--- src/rtl/cram_port_arbiter.sv ---
// Shares the CoMeFa RAM ports between the execute stream, the transposed-data loader and CPU readback.
// Execute sequences are atomic; loads yield to a waiting execute after a bounded burst.
module cram_port_arbiter #(
    parameter int AWIDTH         = 9,
    parameter int DWIDTH         = 40,
    parameter int NUM_RAMS       = 4,
    parameter int RAMSEL_W       = 2,
    parameter int MAX_LOAD_BURST = 8
) (
    input  logic                       clk,
    input  logic                       resetn,
    input  logic                       exec_valid,
    input  logic [AWIDTH-1:0]          exec_addr,
    input  logic [DWIDTH-1:0]          exec_data,
    input  logic                       exec_last,
    output logic                       exec_ready,
    input  logic                       load_valid,
    input  logic [AWIDTH-1:0]          load_addr,
    input  logic [DWIDTH-1:0]          load_data,
    input  logic [RAMSEL_W-1:0]        load_ram_num,
    output logic                       load_ready,
    input  logic                       rd_valid,
    input  logic [AWIDTH-1:0]          rd_addr,
    input  logic [RAMSEL_W-1:0]        rd_ram_num,
    output logic                       rd_ready,
    output logic                       rd_data_valid,
    output logic [DWIDTH-1:0]          rd_data,
    output logic [AWIDTH-1:0]          cram_addr,
    output logic [DWIDTH-1:0]          cram_data,
    output logic [NUM_RAMS-1:0]        cram_we,
    output logic [AWIDTH-1:0]          cram_rd_addr,
    input  logic [NUM_RAMS*DWIDTH-1:0] cram_q,
    output logic                       busy
);
    localparam int CNT_W = (MAX_LOAD_BURST > 1) ? $clog2(MAX_LOAD_BURST) : 1;
    localparam logic [CNT_W-1:0] CNT_MAX = CNT_W'(MAX_LOAD_BURST - 1);
    localparam logic OWN_LOAD = 1'b0;
    localparam logic OWN_EXEC = 1'b1;

    typedef enum logic [1:0] {ST_IDLE, ST_EXEC, ST_LOAD} state_t;

    state_t              state_q, state_d;
    logic                last_owner_q, last_owner_d;
    logic [CNT_W-1:0]    load_cnt_q, load_cnt_d;
    logic                rd_pend_q, rd_pend_d;
    logic [RAMSEL_W-1:0] rd_ram_q, rd_ram_d;
    logic                rd_data_valid_q, rd_data_valid_d;
    logic [DWIDTH-1:0]   rd_data_q, rd_data_d;

    logic [NUM_RAMS-1:0] load_we;
    logic [DWIDTH-1:0]   q_slice [NUM_RAMS];
    logic [DWIDTH-1:0]   rd_slice;
    logic                load_hazard;
    logic                rd_fire;

    // Out-of-range RAM numbers decode to no enable at all.
    for (genvar gi = 0; gi < NUM_RAMS; gi++) begin : g_ram
        assign load_we[gi] = (int'(load_ram_num) == gi);
        assign q_slice[gi] = cram_q[gi*DWIDTH +: DWIDTH];
    end

    always_comb begin
        state_d      = state_q;
        last_owner_d = last_owner_q;
        load_cnt_d   = load_cnt_q;
        exec_ready   = 1'b0;
        load_ready   = 1'b0;
        cram_we      = '0;
        cram_addr    = exec_addr;
        cram_data    = exec_data;
        case (state_q)
            ST_IDLE: begin
                if (exec_valid && (last_owner_q == OWN_LOAD || !load_valid)) begin
                    state_d = ST_EXEC;
                end else if (load_valid) begin
                    state_d = ST_LOAD;
                end
            end
            ST_EXEC: begin
                exec_ready = 1'b1;
                if (exec_valid) begin
                    cram_we = '1;
                    if (exec_last) begin
                        state_d      = ST_IDLE;
                        last_owner_d = OWN_EXEC;
                    end
                end
            end
            ST_LOAD: begin
                load_ready = 1'b1;
                cram_addr  = load_addr;
                cram_data  = load_data;
                if (load_valid) begin
                    cram_we = load_we;
                    // Counter saturates; it only forces a hand-over while an execute is waiting.
                    if (load_cnt_q == CNT_MAX && exec_valid) begin
                        state_d      = ST_IDLE;
                        last_owner_d = OWN_LOAD;
                        load_cnt_d   = '0;
                    end else if (load_cnt_q != CNT_MAX) begin
                        load_cnt_d = load_cnt_q + CNT_W'(1);
                    end
                end else begin
                    state_d      = ST_IDLE;
                    last_owner_d = OWN_LOAD;
                    load_cnt_d   = '0;
                end
            end
            default: state_d = ST_IDLE;
        endcase
    end

    always_comb begin
        rd_slice = '0;
        for (int i = 0; i < NUM_RAMS; i++) begin
            if (int'(rd_ram_q) == i) begin
                rd_slice = q_slice[i];
            end
        end
    end

    assign load_hazard = (state_q == ST_LOAD) && load_valid &&
                         (load_ram_num == rd_ram_num) && (load_addr == rd_addr);
    assign rd_ready     = (state_q != ST_EXEC) && !load_hazard;
    assign rd_fire      = rd_valid && rd_ready;
    assign cram_rd_addr = rd_addr;

    always_comb begin
        rd_pend_d       = rd_fire;
        rd_ram_d        = rd_fire ? rd_ram_num : rd_ram_q;
        rd_data_valid_d = rd_pend_q;
        rd_data_d       = rd_pend_q ? rd_slice : rd_data_q;
    end

    always_ff @(posedge clk or negedge resetn) begin
        if (!resetn) begin
            state_q         <= ST_IDLE;
            last_owner_q    <= OWN_LOAD;
            load_cnt_q      <= '0;
            rd_pend_q       <= 1'b0;
            rd_ram_q        <= '0;
            rd_data_valid_q <= 1'b0;
            rd_data_q       <= '0;
        end else begin
            state_q         <= state_d;
            last_owner_q    <= last_owner_d;
            load_cnt_q      <= load_cnt_d;
            rd_pend_q       <= rd_pend_d;
            rd_ram_q        <= rd_ram_d;
            rd_data_valid_q <= rd_data_valid_d;
            rd_data_q       <= rd_data_d;
        end
    end

    assign rd_data_valid = rd_data_valid_q;
    assign rd_data       = rd_data_q;
    assign busy          = (state_q != ST_IDLE);

endmodule

--- config.mk ---
export PLATFORM = sky130hd
export DESIGN_NAME = cram_port_arbiter
export DESIGN_NICKNAME = d
export VERILOG_FILES = /design/src/rtl/cram_port_arbiter.sv
export SDC_FILE = /design/constraint.sdc
export NUM_CORES = 1
export LEC_CHECK = 0
export BUFFER_PORTS_ARGS = -buffer_cell sky130_fd_sc_hd__clkbuf_2
export CAP_MARGIN = 0
export CORE_AREA = 3 3 149 151
export DETAILED_ROUTE_END_ITERATION = 10
export DIE_AREA = 0 0 152 154
export SLEW_MARGIN = 20
export SYNTH_ARGS = -nofsm -noshare
export SYNTH_HDL_FRONTEND = slang
export SYNTH_SLANG_ARGS = --single-unit
--- constraint.sdc ---
create_clock -name clk -period 2 [get_ports clk]
set_input_delay 0 -clock clk [delete_from_list [all_inputs] [get_ports clk]]
set_output_delay 0 -clock clk [all_outputs]
set_load 0.02 [all_outputs]
==> impl_metrics.env <==
export IMPL_power_switching_uw=2990
export IMPL_sw_frac_of_total=0.425
export IMPL_synth_fp_nets=554
export IMPL_synth_compound_gate_area_share=0.0329
export IMPL_synth_top_family_by_area="multiplexers"
export IMPL_final_cell_mix="clkbuf_2, mux2_2, dfrtp_1"
export IMPL_firstDrtPassIters=4
export IMPL_route_detailed_drc=0
export IMPL_nets=927
export IMPL_grt_overflow_total=0
export IMPL_pwr_share_comb=0.627
export IMPL_yosys_area_share_simple=0.0293
export IMPL_slew_headroom=0.575
export IMPL_grt_pass1_vias=4021
export IMPL_p_leak_uw=0.00312
export IMPL_postCtsSetupRepairBufs=0
export IMPL_gp_congestion=0.796
export IMPL_coreArea_um2=21000
export IMPL_fin_cells=921
export IMPL_p_seq_frac=0.251
export IMPL_synthToLayoutAreaGrowth_pct=63.4
export IMPL_end_kind="output pin"
export IMPL_muxShareOfSynthArea=0.511
export IMPL_status="finished clean"
export IMPL_crit_type="flip-flop to output pin"
export IMPL_async_reset_ff_frac=1.00
export IMPL_synth_area_um2=3800
export IMPL_clk_latency_ps=300
export IMPL_synth_top_area_frac=0.329
export IMPL_finalHoldViolCount=0
export IMPL_crit_path_max_fanout=4
export IMPL_clk_path_buf_depth=2
export IMPL_worstPathCellList="inv_1 > ha_2 > nand2_1 > nor4_2 > a31oi_1 > clkbuf_2"
export IMPL_via_per_inst=4.15
export IMPL_diodes=0
export IMPL_grt_antenna_before_repair=0
export IMPL_ys_warn_count=0
export IMPL_grt_max_degree=60
export IMPL_cts_sinks=50
export IMPL_die_x_um=152
export IMPL_post_cts_resized=0
export IMPL_clk_pin_slew_worst_paths_ps=70
export IMPL_ys_seq_area_frac=0.329
export IMPL_synth_area_leader_cell="dfrtp_1"
export IMPL_ir_drop_uv=366
export IMPL_drive_gt1_frac=0.830
export IMPL_final_common_cell="clkbuf_2"
export IMPL_slowest_delay_ps=410
export IMPL_placementRows=53
export IMPL_drt_wl_total_mm=15.9
export IMPL_dp_cells=908
export IMPL_grt_pass1_wl_mm=23.3
export IMPL_cp_start_kind="flip-flop"
export IMPL_post_dp_cell_area_um2=6000
export IMPL_required_ps=2000
export IMPL_io_pins=384
export IMPL_p_int_uw=4050
export IMPL_slowest_stage="dfrtp_1"
export IMPL_cts_made_buffers=5
export IMPL_dpl_hpwl_mm=13.8
export IMPL_fmax_mhz=533
export IMPL_drt_initial_drc_count=94
export IMPL_drv_cap=0
export IMPL_chipHeight_um=154
export IMPL_fin_skew_ps=4.41
export IMPL_syn_area_per_cell_um2=14.0
export IMPL_worst_pin_slew_ps=637
export IMPL_numPortBuffers=383
export IMPL_worst_ep_arrival_time_ps=1880
export IMPL_post_route_period_util=0.939
export IMPL_setup_tns_final_ps=0
export IMPL_p_per_area_nw_per_um2=1130
export IMPL_synth_area_top_cells="dfrtp_1, mux2_2, mux4_2"
export IMPL_fill_cells=2224
export IMPL_finalSetupViolCount=0
export IMPL_wire_per_inst_um=17.2
export IMPL_netlist_instances=272
export IMPL_synth_flop_cell="dfrtp_1"
export IMPL_num_vias=3824
export IMPL_synth_cell_types=30
export IMPL_grt_usage=0.128
export IMPL_die_area_um2=23400
export IMPL_hold_path_class="input pin to flip-flop"
export IMPL_floorplan_initialDensity=0.182
export IMPL_yosys_area_share_adder=0.0164
export IMPL_rsz0062_at_grt="yes"
export IMPL_fin_area_um2=6220
export IMPL_root_buffer="clkbuf_16"
export IMPL_synth_xor_area_frac=0.0253
export IMPL_synth_seq_cells=50
export IMPL_final_max_slew_violation_count=0
export IMPL_clkPwrFrac=0.122
export IMPL_cts_tree="built"
export IMPL_layout_min_cycle_time_ps=1880
export IMPL_ant_nets=0
export IMPL_synth_edff_count=0
export IMPL_h_tree_depth=2
sequential cells by signal, indices dropped and copies added (netlist names):
register / cells
state_q: 2
load_cnt_q: 3
last_owner_q: 1
rd_ram_q: 2
rd_data: 40
rd_data_valid: 1
rd_data_valid_d: 1
routing by layer:
layer  wire length (um)  share of wire  track usage  up-vias
met5                  0              0            0        -
met4                153         0.0096       0.0261        0
met3               1340          0.085       0.0391        8
met2               8590           0.54        0.242      225
met1               5770           0.36        0.142     1798
li1                   -              -            -     1793
critical path: cells and delay by family, from the launching register on:
kind                       cells  cell delay (ps)
DFF                            1              410
AOI/OAI and AO/OA              1              150
adders and majority gates      1              250
buffers and inverters          2              300
and+or+nand+nor                2              470
stage by stage:
step / total power [uW] / hold WS (ps) / util / setup WS, ps
global route: 7540 / 61.8 / 0.297 / 0.614
CTS: 7140 / 29.3 / 0.295 / 87.3
finish: 7040 / 48.1 / 0.297 / 122
floorplan: 4720 / -296 / - / 44.5
detailed placement: 6230 / 59.6 / 0.287 / 198
global placement: 6170 / 52.2 / 0.287 / 244
power groups by stage:
| stage | clock [uW] | sequential, uW | combinational [uW] |
|---|---|---|---|
| floorplan | 0 | 2270 | 2440 |
| global placement | 0 | 1770 | 4400 |
| detailed placement | 0 | 1800 | 4440 |
| CTS | 913 | 1780 | 4450 |
| global route | 960 | 1840 | 4740 |
| finish | 859 | 1770 | 4420 |
worst paths after layout:
kind	cells after the start	from	slack [ps]	end
max	6	state_q[0]	120	rd_ready
max reg2reg	6	state_q[0]	140	rd_ram_q[0]
min reg2reg	1	rd_data[36]	510	rd_data[36]
min in group asynchronous	2	resetn	290	rd_data[37]
min	3	exec_valid	50	state_q[0]
max in group asynchronous	3	resetn	1130	rd_data[11]
cells by family after synthesis:
| family | after synthesis |
|---|---|
| mux | 133 |
| flops | 50 |
| buf+inv | 37 |
| compound gates | 18 |
| simple gates | 18 |
| xor+xnor | 11 |
| fa+ha+maj | 5 |
layout make-up:
type / instances / area (um2) / area share
repair buffers: 395 / 2100 / 0.337
flip-flops and latches: 50 / 1250 / 0.202
inverters: 8 / 30.0 / 0.00483
clock inverters: 3 / 21.3 / 0.00342
clock buffers: 5 / 125 / 0.0201
multi-input cells: 185 / 2340 / 0.377
well taps: 275 / 344 / 0.0554
cells in the mapped netlist (3+ instances only):
cell / number
nor2b_1: 3
clkbuf_1: 5
a21boi_0: 3
dfrtp_1: 50
o22ai_1: 3
inv_1: 8
buf_1: 3
nand2_1: 4
xor2_1: 11
mux2_2: 89
o21ai_0: 3
nor4_2: 3
ha_1: 5
nor2_1: 3
buf_6: 4
mux4_2: 40
buf_2: 8
buf_4: 9
repair_timing:
action	CTS	global route
hold buffers	4	0
setup endpoints to repair	0	2
hold endpoints to repair	24	0
(Power assumes the default switching activity.)
